[src/rtl/bounce_gen_pkg.sv]
// -----------------------------------------------------------------------------
// bounce_gen_pkg
// Shared definitions for the bounce generator: controller state encoding,
// LFSR geometry and feedback taps, counter widths and the LFSR feedback helper.
// -----------------------------------------------------------------------------
package bounce_gen_pkg;

    typedef enum logic [1:0] {
        IDLE   = 2'd0,
        BOUNCE = 2'd1,
        SETTLE = 2'd2,
        DONE   = 2'd3
    } state_e;

    localparam int LFSR_W = 16;

    // Fibonacci taps 16,14,13,11 on a right-shifting register map to
    // register bits 0,2,3,5; the XOR of those bits enters at the MSB.
    localparam logic [LFSR_W-1:0] LFSR_TAPS = 16'h002D;

    localparam int TOG_W = 5;
    localparam int GAP_W = 9;

    function automatic logic lfsr_feedback(input logic [LFSR_W-1:0] value);
        return ^(value & LFSR_TAPS);
    endfunction

endpackage

[src/rtl/bounce_generator_lfsr16.sv]
// -----------------------------------------------------------------------------
// lfsr16
// Free-running 16-bit Fibonacci LFSR; it advances on every clock, whatever
// the controller is doing, so the pseudo-random sequence depends only on the
// number of clocks since reset.
// Ports:
//   i_Clk    in   clock, rising edge
//   i_Rst_L  in   asynchronous active-low reset, loads SEED
//   o_Value  out  current register contents
// -----------------------------------------------------------------------------
module lfsr16
    import bounce_gen_pkg::*;
#(
    parameter logic [LFSR_W-1:0] SEED = 16'hACE1
) (
    input  logic              i_Clk,
    input  logic              i_Rst_L,
    output logic [LFSR_W-1:0] o_Value
);

    logic [LFSR_W-1:0] lfsr_q;
    logic [LFSR_W-1:0] lfsr_d;

    always_comb begin
        lfsr_d = {lfsr_feedback(lfsr_q), lfsr_q[LFSR_W-1:1]};
    end

    always_ff @(posedge i_Clk or negedge i_Rst_L) begin
        if (!i_Rst_L) begin
            lfsr_q <= SEED;
        end else begin
            lfsr_q <= lfsr_d;
        end
    end

    assign o_Value = lfsr_q;

endmodule

[src/rtl/bounce_generator.sv]
// -----------------------------------------------------------------------------
// bounce_generator
// Emulates a mechanical switch: on request the output line toggles an odd,
// pseudo-random number of times with pseudo-random gaps, finishing at the
// requested level, then holds steady for a settle period before reporting
// completion.
// Ports:
//   i_Clk     in   clock, rising edge
//   i_Rst_L   in   asynchronous active-low reset
//   i_Req     in   single-cycle request, accepted only in IDLE
//   i_Level   in   target level, sampled with i_Req
//   o_Switch  out  emulated bouncing switch line (registered)
//   o_Busy    out  high whenever the controller is not IDLE (registered)
//   o_Done    out  one-cycle completion pulse (registered)
// -----------------------------------------------------------------------------
module bounce_generator
    import bounce_gen_pkg::*;
#(
    parameter int                CLKS_PER_TICK = 25,
    parameter int                MAX_BOUNCES   = 8,
    parameter int                MAX_GAP_TICKS = 64,
    parameter int                SETTLE_TICKS  = 100,
    parameter logic [LFSR_W-1:0] SEED          = 16'hACE1
) (
    input  logic i_Clk,
    input  logic i_Rst_L,
    input  logic i_Req,
    input  logic i_Level,
    output logic o_Switch,
    output logic o_Busy,
    output logic o_Done
);

    localparam int PRE_W = $clog2(CLKS_PER_TICK + 1);
    localparam int SET_W = $clog2(SETTLE_TICKS + 1);

    localparam logic [PRE_W-1:0] PRE_LAST    = PRE_W'(CLKS_PER_TICK - 1);
    localparam logic [3:0]       BOUNCE_MASK = 4'(MAX_BOUNCES - 1);
    localparam logic [7:0]       GAP_MASK    = 8'(MAX_GAP_TICKS - 1);
    localparam logic [SET_W-1:0] SETTLE_LOAD = SET_W'(SETTLE_TICKS);

    state_e             state_q,      state_d;
    logic [TOG_W-1:0]   tog_cnt_q,    tog_cnt_d;
    logic [GAP_W-1:0]   gap_cnt_q,    gap_cnt_d;
    logic [PRE_W-1:0]   presc_q,      presc_d;
    logic [SET_W-1:0]   settle_cnt_q, settle_cnt_d;
    logic               switch_q,     switch_d;
    logic               busy_q,       busy_d;
    logic               done_q,       done_d;

    logic [LFSR_W-1:0]  lfsr_val;
    logic [3:0]         bounce_n;
    logic [GAP_W-1:0]   gap_load;
    logic               tick;
    logic               toggle_now;
    logic               lfsr_unused;

    lfsr16 #(
        .SEED (SEED)
    ) u_lfsr (
        .i_Clk   (i_Clk),
        .i_Rst_L (i_Rst_L),
        .o_Value (lfsr_val)
    );

    // Bits [7:4] of the LFSR are not part of either random draw.
    assign lfsr_unused = ^lfsr_val[7:4];

    assign bounce_n = lfsr_val[3:0] & BOUNCE_MASK;
    assign gap_load = GAP_W'(lfsr_val[15:8] & GAP_MASK) + GAP_W'(1);
    assign tick     = (presc_q == PRE_LAST);

    always_comb begin
        state_d      = state_q;
        tog_cnt_d    = tog_cnt_q;
        gap_cnt_d    = gap_cnt_q;
        settle_cnt_d = settle_cnt_q;
        switch_d     = switch_q;
        presc_d      = tick ? '0 : presc_q + PRE_W'(1);
        toggle_now   = 1'b0;

        unique case (state_q)
            IDLE: begin
                presc_d = '0;
                if (i_Req) begin
                    if (i_Level == switch_q) begin
                        state_d = DONE;
                    end else begin
                        state_d   = BOUNCE;
                        // 2N+1 toggles always lands on the opposite level.
                        tog_cnt_d = {bounce_n, 1'b1};
                        gap_cnt_d = '0;
                    end
                end
            end

            BOUNCE: begin
                // A zero gap only occurs on the first BOUNCE cycle, giving the
                // one-clock request-to-toggle latency. Afterwards the toggle
                // fires on the last clock of the final gap tick so toggles are
                // exactly G ticks apart.
                toggle_now = (gap_cnt_q == '0) ||
                             (tick && (gap_cnt_q == GAP_W'(1)));
                if (toggle_now) begin
                    switch_d  = ~switch_q;
                    tog_cnt_d = tog_cnt_q - TOG_W'(1);
                    presc_d   = '0;
                    if (tog_cnt_q == TOG_W'(1)) begin
                        state_d      = SETTLE;
                        settle_cnt_d = SETTLE_LOAD;
                        gap_cnt_d    = '0;
                    end else begin
                        gap_cnt_d = gap_load;
                    end
                end else if (tick) begin
                    gap_cnt_d = gap_cnt_q - GAP_W'(1);
                end
            end

            SETTLE: begin
                if (tick) begin
                    if (settle_cnt_q == SET_W'(1)) begin
                        state_d      = DONE;
                        settle_cnt_d = '0;
                    end else begin
                        settle_cnt_d = settle_cnt_q - SET_W'(1);
                    end
                end
            end

            DONE: begin
                state_d = IDLE;
            end

            default: begin
                state_d = IDLE;
            end
        endcase

        // Tick boundaries are aligned to every state entry.
        if (state_d != state_q) begin
            presc_d = '0;
        end

        // Outputs are registered from the next state so they line up with it.
        busy_d = (state_d != IDLE);
        done_d = (state_d == DONE);
    end

    always_ff @(posedge i_Clk or negedge i_Rst_L) begin
        if (!i_Rst_L) begin
            state_q      <= IDLE;
            tog_cnt_q    <= '0;
            gap_cnt_q    <= '0;
            presc_q      <= '0;
            settle_cnt_q <= '0;
            switch_q     <= 1'b0;
            busy_q       <= 1'b0;
            done_q       <= 1'b0;
        end else begin
            state_q      <= state_d;
            tog_cnt_q    <= tog_cnt_d;
            gap_cnt_q    <= gap_cnt_d;
            presc_q      <= presc_d;
            settle_cnt_q <= settle_cnt_d;
            switch_q     <= switch_d;
            busy_q       <= busy_d;
            done_q       <= done_d;
        end
    end

    assign o_Switch = switch_q;
    assign o_Busy   = busy_q;
    assign o_Done   = done_q;

endmodule
[config.mk]
export PLATFORM = sky130hd
export DESIGN_NAME = bounce_generator
export DESIGN_NICKNAME = d
export VERILOG_FILES = /design/src/rtl/bounce_gen_pkg.sv /design/src/rtl/bounce_generator_lfsr16.sv /design/src/rtl/bounce_generator.sv
export SDC_FILE = /design/constraint.sdc
export NUM_CORES = 1
export LEC_CHECK = 0
export ABC_CLOCK_PERIOD_IN_PS = 2350
export BUFFER_PORTS_ARGS = -buffer_cell sky130_fd_sc_hd__buf_2
export CAP_MARGIN = 20
export CORE_MARGIN = 5
export CORE_UTILIZATION = 51
export CTS_BUF_LIST = sky130_fd_sc_hd__clkbuf_8
export DETAILED_ROUTE_END_ITERATION = 10
export PLACE_DENSITY = 0.67
export SETUP_SLACK_MARGIN = 0.05
export SLEW_MARGIN = 30
export SYNTH_ARGS = -nofsm -noshare
export SYNTH_HDL_FRONTEND = slang
export SYNTH_SLANG_ARGS = --single-unit
[constraint.sdc]
create_clock -name i_Clk -period 2.35 [get_ports i_Clk]
set_input_delay 0.47 -clock i_Clk [delete_from_list [all_inputs] [get_ports i_Clk]]
set_output_delay 0.47 -clock i_Clk [all_outputs]
set_load 0.02 [all_outputs]
# After elaboration in Yosys (flattened, before gate mapping)
# Cells that the tools add are included.
dict set report totals {
  ff_bits 47
  in_bits 4
}
dict set report classes {
  add_sub_neg 5
  eq_ne 16
  mux 26
  n_bitwise 1
  n_reduce_logical 12
}
# op count
set op_table {}
lappend op_table {{two-way mux 9 bit} 4}
lappend op_table {{two-way mux 7 bit} 5}
lappend op_table {{two-way mux 5 bit} 6}
lappend op_table {{case mux 5 bit (2 select lines)} 2}
lappend op_table {{case mux 9 bit (2 select lines)} 1}
lappend op_table {{parity 16 bit} 1}
lappend op_table {{case mux 7 bit (2 select lines)} 1}
lappend op_table {{two-way mux 2 bit} 6}
lappend op_table {{AND reduction 4 bit} 3}
lappend op_table {{inequality test 2 bit, second input constant} 5}
lappend op_table {{equality test 9 x 1 -> 1 bit, second input constant} 1}
lappend op_table {{zero test 9 bit} 1}
lappend op_table {{subtractor 9 x 1 -> 9 bit, second input constant} 1}
lappend op_table {{case mux 2 bit (4 select lines)} 1}
lappend op_table {{adder 6 x 1 -> 7 bit, second input constant} 1}
lappend op_table {{equality test 7 x 1 -> 1 bit, second input constant} 1}
lappend op_table {{subtractor 7 x 1 -> 7 bit, second input constant} 1}
lappend op_table {{equality test 2 bit, second input constant} 3}
lappend op_table {{nonzero test 2 bit} 3}
lappend op_table {{adder 5 x 1 -> 5 bit, second input constant} 1}
lappend op_table {{equality test 5 x 1 -> 1 bit, second input constant} 1}
lappend op_table {{equality test 5 bit, second input constant} 1}
lappend op_table {{subtractor 5 x 1 -> 5 bit, second input constant} 1}
lappend op_table {{inequality test 3 bit, second input constant} 1}
lappend op_table {{other kinds (8)} 8}

# Depth between registers and ports, before layout
# Gate-level depths: netlist of the first run.
dict set report logic_depth {
  ltp_word 7
  depth_mapped 9
  mapped_depth_nobuf 7
}

# By module
# Synthesis of the first run repeated with hierarchy kept, for this count alone.
dict set report hier_totals {
  cells_unflattened 247
  hier_area_um2 2473.6
}
# module instances cells_each area_per_inst_um2 seq_area_each_um2
set modules_own_cells {}
lappend modules_own_cells {bounce_generator 1 213 1924.3 775.7}
lappend modules_own_cells {lfsr16 1 34 549.3 410.4}

# Least setup slack after synthesis of the first run
# OpenSTA, ideal clock, no wires.
dict set report synth_path {
  path_kind {reg2reg}
  startpoint {register switch_q (netlist: o_Switch)}
  endpoint {register gap_cnt_q[3]}
  setup_time_ns 0.121
  arrival_time_ns 1.750
  required_time_ns 2.229
  setup_slack_ns 0.479
  stages_incl_launch_ff 8
  n_path_buf 2
  cell_sequence {dfrtp_1 xnor2_1 or4b_1 buf_2 o21ai_2 buf_4 o21ai_0 a22o_1}
}
dict set report synth_via {
  elab_chain_len 3
}
# element line_no
set synth_rtl {}
lappend synth_rtl {{start: declaration} bounce_generator.sv:47} ;# logic switch_q, switch_d;
lappend synth_rtl {{start signal: assignment} bounce_generator.sv:166} ;# switch_q <= switch_d;
lappend synth_rtl {{equality test 1 bit} bounce_generator.sv:86} ;# if (i_Level == switch_q) begin
lappend synth_rtl {{inequality test 2 bit (no line)} n/a}
lappend synth_rtl {{AND reduction 4 bit (no line)} n/a}
lappend synth_rtl {{end signal: assignment} bounce_generator.sv:163} ;# gap_cnt_q <= gap_cnt_d;
lappend synth_rtl {{end: declaration} bounce_generator.sv:44} ;# logic [GAP_W-1:0] gap_cnt_q, gap_cnt_d;
# Every way passes these cells.
# A chain may end at the register's enable or synchronous reset.

# Final worst setup path of the first run
dict set report layout_path {
  startpoint {register presc_q[0]}
  endpoint {register gap_cnt_q[3]}
}
dict set report layout_via {
  elab_chain_len 5
  word_cells_on_any_way 7
}
# element line_no
set layout_rtl {}
lappend layout_rtl {{start: declaration} bounce_generator.sv:45} ;# logic [PRE_W-1:0] presc_q, presc_d;
lappend layout_rtl {{start signal: assignment} bounce_generator.sv:164} ;# presc_q <= presc_d;
lappend layout_rtl {{equality test 5 bit (*)} bounce_generator.sv:71} ;# assign tick = (presc_q == PRE_LAST);
lappend layout_rtl {{logical AND 1 bit} bounce_generator.sv:103} ;# (tick && (gap_cnt_q == GAP_W'(1)));
lappend layout_rtl {{logical OR 1 bit} bounce_generator.sv:102} ;# toggle_now = (gap_cnt_q == '0) ||
lappend layout_rtl {{inequality test 3 bit (no line) / two-way mux 9 bit (equally long branches)} n/a}
lappend layout_rtl {{AND reduction 4 bit (no line) / case mux 9 bit (2 select lines) (equally long branches)} n/a}
# Mark *: on every way between the ends. The rest lies on a longest branch, timed or not.

==> summary.txt, run 1 <==
DR WL/cell = 14.6 um
hold depth = 0
slew at the pin with the worst max-slew slack = 0.743 ns
fmax = 0.484 GHz
Final min period = 2.07 ns
Routed Antenna Nets = 0
Synth Flop Type = dfrtp_1
syn avg cell area = 10.2 um^2
top cell type's share of synthesized area = 41.1%
maxcap violations = 0
fin nets = 260
DIE HEIGHT = 78.2 um
Die X = 78.2 um
crit path max fanout = 7
gr usage total = 15.6%
CTS tree = yes
clock-pin slew on the worst setup and hold paths = 0.09 ns
IO Count = 7
CTS buffer count = 5
endpoints failing hold = 0
Clock Path Buffers = 2
initial antenna violation count = 0
final setup fails = 0
setup_tns = 0 ns
fraction of registers with async set or reset after synthesis = 100%
Post-CTS Repair Setup Buffers = 0
via count = 1720
initial DRC count = 76
global-route wire length before repair = 7540 um
fin area = 0.00262 mm^2
P_leak = 1.20 nW
Syn Nets = 247
vias in the first global route = 1571
layout cells sized above 1 = 14.6%
H-tree depth = 2
Area growth syn-to-layout = 10.5%
clk root buf = clkbuf_8
reg2reg path depth = 8
clk_lat worst skew = 0.30 ns
most frequent cells after synthesis = 39 x dfrtp_1, 20 x nor2_1, 20 x o21ai_0, 17 x inv_1, 17 x nand2_1
largest net degree at the start of global routing = 28
fin crit share = 87.9%
Slew Viols, Final = 0
CTS sink cnt = 47
dominant cells by area after synthesis = dfrtp_1 41%, dfstp_2 8.9%, ha_1 5.3%
placed cell areas = 0.00247 mm^2
Critical Path RT = 2.60 ns
placer congestion estimate = 0.876
filler cell count = 379
drt drc = 0
Slew HR = 50.3%
YS warnings = 0
hold crit path type = reg2reg
FP Rows = 24
gate count of the mapped netlist = 233
most frequent cell after synthesis = dfrtp_1
die area = 0.00612 mm^2
n_diodes = 0
Data arrival, critical path = 2.31 ns
sequential element share of the synthesized area = 50.0%
Synth Register Bits = 47
Core ar. = 0.00444 mm^2
GRT overflow = 0
Initial Util = 53.4%
Setup crit end kind = register
Mapped Area = 0.00237 mm^2
Synth area leader = dfrtp_1
Power Density = 1140 mW/mm^2
EDFF count, synth = 0
Final HPWL DP = 3180 um
outcome = finished, final reports clean
critical path type = reg2reg
library cells used by synthesis = 52
Total Wirelength = 4370 um
VDD IR-drop max = 0.628 mV
Max Clock Skew = 0.00988 ns
startpoint types = register
Port-buffer cells = 6
mean number of vias per cell = 5.75
RSZ-0062 raised after global routing = false
First-pass DRT Iterations = 4
state kept, by name, summed over array words and instances, names as in the netlist:
register / cells
settle_cnt_q: 7
o_Busy: 1
presc_q: 5
o_Done: 1
tog_cnt_q: 5
state_q: 2
gap_cnt_q: 9
u_lfsr.o_Value: 16
o_Switch: 1
worst paths after layout:
check / slack [ns] / to / startpoint
worst max-delay path: 0.28 / gap_cnt_q[3] / presc_q[0]
worst min-delay path: 0.34 / u_lfsr.o_Value[13] / u_lfsr.o_Value[14]
worst max register to register: 0.28 / gap_cnt_q[3] / presc_q[0]
worst min register to register: 0.34 / u_lfsr.o_Value[13] / u_lfsr.o_Value[14]
max in group asynchronous: 1.28 / u_lfsr.o_Value[15] / i_Rst_L
min in group asynchronous: 0.50 / u_lfsr.o_Value[9] / i_Rst_L
layout by cell type, fill, tap and decap left out, types with 3 or more instances in the layout:
master,n
dfrtp_1,39
o21ai_0,20
nor2_1,20
inv_1,18
nand2_1,17
ha_1,10
a21oi_1,8
nand3_1,8
dfstp_2,8
xnor2_1,7
nor3_1,6
buf_2,6
xor2_1,5
clkbuf_8,5
buf_4,5
nand2b_1,4
a31oi_1,4
a21o_1,3
o211ai_1,3
mux2i_1,3
o22ai_1,3
a22o_1,3
stage by stage:
stage	setup slack [ns]	util (%)	cells	power, W	hold WS, ns
after CTS	0.231	58.8	299	0.00301	0.356
after detailed placement	0.179	55.6	290	0.00231	0.280
after floorplan	0.479	-	233	0.00203	0.174
after global placement	0.241	55.6	290	0.00229	0.279
after global routing	0.0879	59.0	299	0.00323	0.376
final	0.285	59.0	299	0.00299	0.344
worst max-delay path: stages (launching register included):
cell and delay (ns):
dfrtp_1 0.40, inv_1 0.06, ha_1 0.20, and4b_1 0.28, a21oi_2 0.28, o21ai_1 0.16
buf_4 0.20, o32ai_1 0.26, a22o_1 0.18
where the power goes:
part / leakage [nW] / switching, W / internal [W] / total (W)
logic: 0.545 / 0.000628 / 0.000463 / 0.00109
clock network: 0.0695 / 0.000263 / 0.000421 / 0.000683
registers: 0.583 / 0.000216 / 0.00100 / 0.00122
total: 1.20 / 0.00111 / 0.00188 / 0.00299
cell families (layout without fill, tap and decap cells):
logic type,after synthesis,in the layout,synth area share [%]
AOI/OAI and AO/OA,63,63,17.5
xor gates and xnor gates,12,12,4.43
adders and majority gates,10,10,5.27
buffers and inverters,23,37,4.06
DFF,47,47,50.0
muxes,3,3,1.27
and+or+nand+nor,75,75,17.5
what timing repair did:
item,CTS,global route
hold buffers,1,0
setup endpoints to repair,0,3
gates resized for setup,0,1
hold endpoints to repair,1,0
cell type report:
type	instances	area [um^2]	area share, %
flip-flops and latches	47	1190	45.2
repair buffers	12	77.6	2.96
well taps	52	65.1	2.48
inverters	17	63.8	2.43
clock buffers	5	68.8	2.62
multi-input cells	163	1100	41.8
clock inverters	3	63.8	2.43
metal layers:
| metal | track usage (%) | routed length [um] |
|---|---|---|
| met2 | 22.3 | 1910 |
| met5 | 0 | 0 |
| met3 | 3.43 | 180 |
| met4 | 6.82 | 82 |
| met1 | 22.8 | 2200 |
Note: power is estimated with default switching activity, not from simulation.
==> run 2: changes to the inputs <==
--- a/config.mk
+++ b/config.mk
@@ -17,4 +17,5 @@
 export SLEW_MARGIN = 30
 export SYNTH_ARGS = -nofsm -noshare
 export SYNTH_HDL_FRONTEND = slang
+export SYNTH_HIERARCHICAL = 1
 export SYNTH_SLANG_ARGS = --single-unit
==> summary.txt, run 2 <==
outcome = finished, final reports clean
YS warnings = 6 (+6)
final setup fails = 0 (unchanged)
initial antenna violation count = 0 (unchanged)
Final HPWL DP = 3190 um (+0.39%)
worst hold margin = 0.235 ns (-0.109 ns)
maxcap violations = 0 (unchanged)
gr usage total = 16.0% (+0.36 points)
fin nets = 262 (+0.77%)
Slew Viols, Final = 0 (unchanged)
post-CTS sizing = 0 (unchanged)
fin area = 0.00259 mm^2 (-1.3%)
RSZ-0062 raised after global routing = false
Max Clock Skew = 0.00937 ns (-0.000517 ns)
Slew HR = 60.6% (+10 points)
gate count of the mapped netlist = 240 (+3.0%)
mean number of vias per cell = 5.84 (+1.5%)
largest net degree at the start of global routing = 48 (+71%)
via count = 1770 (+2.9%)
CTS sink cnt = 47 (unchanged)
fin crit share = 89.4% (+1.5 points)
filler cell count = 399 (+5.3%)
CTS tree = yes
CTS buffer count = 5 (unchanged)
placed cell areas = 0.00250 mm^2 (+1.1%)
Critical Path RT = 2.55 ns (-0.05 ns)
clk_lat worst skew = 0.30 ns (about the same)
commonest non-fill, non-tap cell in the layout = dfrtp_1
die area = 0.00623 mm^2 (+1.8%)
GRT overflow = 0 (unchanged)
Core ar. = 0.00466 mm^2 (+4.9%)
critical path type = reg2reg
Port-buffer cells = 6 (unchanged)
hold crit path type = in2async
Syn Nets = 254 (+2.8%)
Area growth syn-to-layout = 6.87%
layout cells sized above 1 = 14.1% (-0.52 points)
startpoint types = register
DIE HEIGHT = 78.9 um (+0.90%)
crit path max fanout = 6 (-1)
Initial Util = 51.9% (-1.4 points)
IO Count = 7 (unchanged)
global-route wire length before repair = 7830 um (+3.8%)
Final min period = 2.10 ns (+0.0352 ns)
clk root buf = clkbuf_8
Die X = 78.9 um (+0.90%)
P_leak = 1.10 nW (-7.9%)
hold buffers post-CTS = 0 (-1)
n_diodes = 0 (unchanged)
H-tree depth = 2 (unchanged)
Mapped Area = 0.00242 mm^2 (+2.1%)
clock-pin slew on the worst setup and hold paths = 0.09 ns (about the same)
slew at the pin with the worst max-slew slack = 0.591 ns (-0.152 ns)
Power Density = 1210 mW/mm^2 (+5.8%)
Setup crit end kind = register
fmax = 0.476 GHz (-1.7%)
FP Rows = 25 (+4.2%)
Routed Antenna Nets = 0 (unchanged)
placer congestion estimate = 0.851 (-2.8%)
setup_tns = 0 ns (unchanged)
highest-count cells in the layout ignoring fill and taps = 39 x dfrtp_1, 21 x nor2_1, 17 x a21oi_1
Tot Pwr = 0.00312 W (+4.4%)
max reg flops = 16 (unchanged)
Clock Path Buffers = 2 (unchanged)
DR WL/cell = 14.7 um (+0.76%)
endpoints failing hold = 0 (unchanged)
initial DRC count = 60 (-21%)
VDD IR-drop max = 0.465 mV (-26%)
drt drc = 0 (unchanged)
Post-CTS Repair Setup Buffers = 0 (unchanged)
vias in the first global route = 1729 (+10%)
Data arrival, critical path = 2.30 ns (about the same)
First-pass DRT Iterations = 4 (unchanged)
syn avg cell area = 10.1 um^2 (-0.92%)
Total Wirelength = 4470 um (+2.1%)
run 2: metrics by stage:
step / std cells / util (%) / setup WS (ns)
2_1_floorplan: 240 / - / 0.420
3_3_place_gp: 295 / 53.6 / 0.287
3_5_place_dp: 295 / 53.6 / 0.253
4_1_cts: 303 / 55.5 / 0.239
5_1_grt: 303 / 55.5 / 0.0951
6_report: 303 / 55.5 / 0.250
run 2: final cells by class:
class                           count  area [um^2]  area share [%]
Inverter                           11         41.3            1.60
Multi-Input combinational cell    169         1110            43.0
Sequential cell                    47         1190            45.8
Clock buffer                        5         68.8            2.66
Timing Repair Buffer               14         90.1            3.48
Tap cell                           54         67.6            2.61
Clock inverter                      3         20.0           0.774
run 2: critical path: stages (launching register included):
cell	delay, ns
dfrtp_1	0.37
inv_1	0.09
ha_1	0.14
or4b_1	0.45
nor2_1	0.13
a21oi_1	0.12
or4_1	0.49
a22o_1	0.18
run 2: path summary, 6_finish.rpt:
kind	startpoint	endpoint	slack, ns	cells after the start
worst max-delay path	tog_cnt_q[1]	settle_cnt_q[6]	0.25	7
worst min-delay path	i_Rst_L	o_Busy	0.24	2
worst max register to register	tog_cnt_q[1]	settle_cnt_q[6]	0.25	7
worst min register to register	u_lfsr/o_Value[6]	u_lfsr/o_Value[5]	0.36	0
max in group asynchronous	i_Rst_L	u_lfsr/o_Value[10]	1.72	2
min in group i_Clk	u_lfsr/o_Value[6]	u_lfsr/o_Value[5]	0.36	0
run 2: metal layers:
| layer | share of wire [%] | track usage [%] | up-vias |
|---|---|---|---|
| li1 | - | - | 878 |
| met2 | 48 | 26.2 | 28 |
| met5 | 0 | 0 | - |
| met3 | 2.9 | 2.95 | 7 |
| met4 | 1.8 | 7.04 | 0 |
| met1 | 47 | 20.6 | 857 |
run 2: where the power goes:
group	total, W	internal [W]	switching [W]
registers	0.00127	0.00102	0.000255
logic	0.00137	0.000550	0.000817
clock network	0.000483	0.000209	0.000274
total	0.00312	0.00178	0.00135
==> run 3: changes to the inputs <==
--- a/config.mk
+++ b/config.mk
@@ -8,11 +8,12 @@
 export ABC_CLOCK_PERIOD_IN_PS = 2350
 export BUFFER_PORTS_ARGS = -buffer_cell sky130_fd_sc_hd__buf_2
 export CAP_MARGIN = 20
-export CORE_MARGIN = 5
+export CELL_PAD_IN_SITES_DETAIL_PLACEMENT = 0
+export CELL_PAD_IN_SITES_GLOBAL_PLACEMENT = 1
 export CORE_UTILIZATION = 51
 export CTS_BUF_LIST = sky130_fd_sc_hd__clkbuf_8
 export DETAILED_ROUTE_END_ITERATION = 10
-export PLACE_DENSITY = 0.67
+export PLACE_DENSITY = 0.82
 export SETUP_SLACK_MARGIN = 0.05
 export SLEW_MARGIN = 30
 export SYNTH_ARGS = -nofsm -noshare
==> summary.txt, run 3 (synthesis results as in run 2) <==
outcome = finished, final reports clean
setup_tns = 0 ns (unchanged)
fmax = 0.479 GHz (+0.64%)
reg-to-reg slack, setup = 0.26 ns (about the same)
Final HPWL DP = 3430 um (+7.6%)
n_diodes = 0 (unchanged)
Critical Path RT = 2.53 ns (-0.02 ns)
IO Count = 7 (unchanged)
clock-pin slew on the worst setup and hold paths = 0.09 ns (about the same)
fin crit share = 88.8% (-0.57 points)
worst-path cell chain = inv_1 > ha_1 > or4b_1 > buf_4 > o22ai_1 > o31ai_1 > o21ai_0 > o21ai_0
global-route wire length before repair = 8330 um (+6.3%)
filler cell count = 406 (+1.8%)
Post-CTS Repair Setup Buffers = 0 (unchanged)
endpoints failing hold = 0 (unchanged)
die area = 0.00503 mm^2 (-19%)
FP Rows = 24 (-4.0%)
most used cell, CP = o21ai_0
fin area = 0.00259 mm^2 (about the same)
Max Clock Skew = 0.00547 ns (-0.00389 ns)
Setup crit end kind = register
P_leak = 1.10 nW (-0.33%)
Power Density = 1210 mW/mm^2 (+0.54%)
crit path max fanout = 10 (+4)
clk root buf = clkbuf_8
via count = 1776 (+0.34%)
non-filler cells, final = 299 (-1.3%)
hold crit path type = in2async
highest-count cells in the layout ignoring fill and taps = 39 x dfrtp_1, 21 x nor2_1, 16 x a21oi_1, 16 x o21ai_0, 15 x nand2_1
Cells after DPL = 291 (-1.4%)
startpoint types = register
Data arrival, critical path = 2.27 ns (-0.03 ns)
placer congestion estimate = 0.841 (-1.2%)
Sequential Area = 0.00119 mm^2 (unchanged)
crit path buf inv count = 2 (+1)
GRT overflow = 0 (unchanged)
largest net degree at the start of global routing = 25 (-48%)
clk_lat worst skew = 0.30 ns (about the same)
DR WL/cell = 15.9 um (+7.9%)
DIE HEIGHT = 70.9 um (-10%)
CTS buffer count = 5 (unchanged)
Initial Util = 54.5% (+2.5 points)
drt drc = 0 (unchanged)
Slew Viols, Final = 0 (unchanged)
CTS sink cnt = 47 (unchanged)
First-pass DRT Iterations = 4 (unchanged)
mean number of vias per cell = 5.94 (+1.7%)
CTS tree = yes
H-tree depth = 2 (unchanged)
Total Wirelength = 4750 um (+6.5%)
RSZ-0062 raised after global routing = false
maxcap violations = 0 (unchanged)
Area growth syn-to-layout = 6.92% (about the same)
vias in the first global route = 1826 (+5.6%)
layout cells sized above 1 = 14.2% (+0.11 points)
initial antenna violation count = 0 (unchanged)
commonest non-fill, non-tap cell in the layout = dfrtp_1
Final min period = 2.09 ns (-0.0134 ns)
final setup fails = 0 (unchanged)
reg2reg path depth = 8 (+1)
Slew HR = 64.3% (+3.6 points)
worst reg2reg startpoint = tog_cnt_q[1]
max reg flops = 16 (unchanged)
Routed Antenna Nets = 0 (unchanged)
RR Endpoint = settle_cnt_q[3]
placed cell areas = 0.00249 mm^2 (-0.20%)
Port-buffer cells = 6 (unchanged)
VDD IR-drop max = 0.497 mV (+6.7%)
delay-heaviest family, CP = compound AO/OA/AOI/OAI gates
initial DRC count = 112 (+87%)
critical path type = reg2reg
Clock Path Buffers = 2 (unchanged)
Tot Pwr = 0.00314 W (+0.59%)
fin util = 58.2% (+2.7 points)
Die X = 70.9 um (-10%)
Multi-input gate area = 0.00112 mm^2 (+0.34%)
slew at the pin with the worst max-slew slack = 0.536 ns (-0.0547 ns)
Core ar. = 0.00444 mm^2 (-4.6%)
gr usage total = 21.2% (+5.3 points)
crit-path max cell delay = 0.47 ns (-0.02 ns)
fin nets = 260 (-0.76%)
slowest library cell on the worst path = or4b_1
## run 3: worst max-delay path by stage
stage                 start         endpoint  cells past startpoint
6_report       tog_cnt_q[1]  settle_cnt_q[3]                      8
3_3_place_gp   tog_cnt_q[1]  settle_cnt_q[6]                      7
3_5_place_dp   tog_cnt_q[1]  settle_cnt_q[6]                      7
2_1_floorplan  tog_cnt_q[1]  settle_cnt_q[6]                      7
5_1_grt          presc_q[0]       presc_q[3]                      7
4_1_cts        tog_cnt_q[1]  settle_cnt_q[6]                      7
## run 3: layer usage
layer | GRT usage, % | routed length (um) | vias up
met3 | 4.27 | 156 | 5
met1 | 27.9 | 2240 | 864
met2 | 34.7 | 2310 | 31
met5 | 0 | 0 | -
li1 | - | - | 876
met4 | 8.44 | 42 | 0
## run 3: report_power, final
group	internal, W	switching [W]
Clock	0.000213	0.000274
Combinational	0.000547	0.000834
Sequential	0.00102	0.000256
## run 3: final cells by class
cell class	instances	area share, %
Sequential cell	47	45.8
Clock inverter	3	0.870
Inverter	11	1.59
Tap cell	52	2.51
Timing Repair Buffer	12	3.38
Clock buffer	5	2.66
Multi-Input combinational cell	169	43.2
## run 3: repair_timing
action | 4_1_cts | 5_1_grt
hold buffers | 0 | 0
gates resized for setup | 0 | 1
endpoints found under the hold margin | 0 | 0
endpoints found under the setup margin | 0 | 1
## run 3: through the flow
step | hold slack [ns] | setup WS, ns
2_1_floorplan | 0.174 | 0.420
3_3_place_gp | 0.333 | 0.273
3_5_place_dp | 0.341 | 0.278
4_1_cts | 0.148 | 0.264
5_1_grt | 0.178 | 0.0894
6_report | 0.144 | 0.263
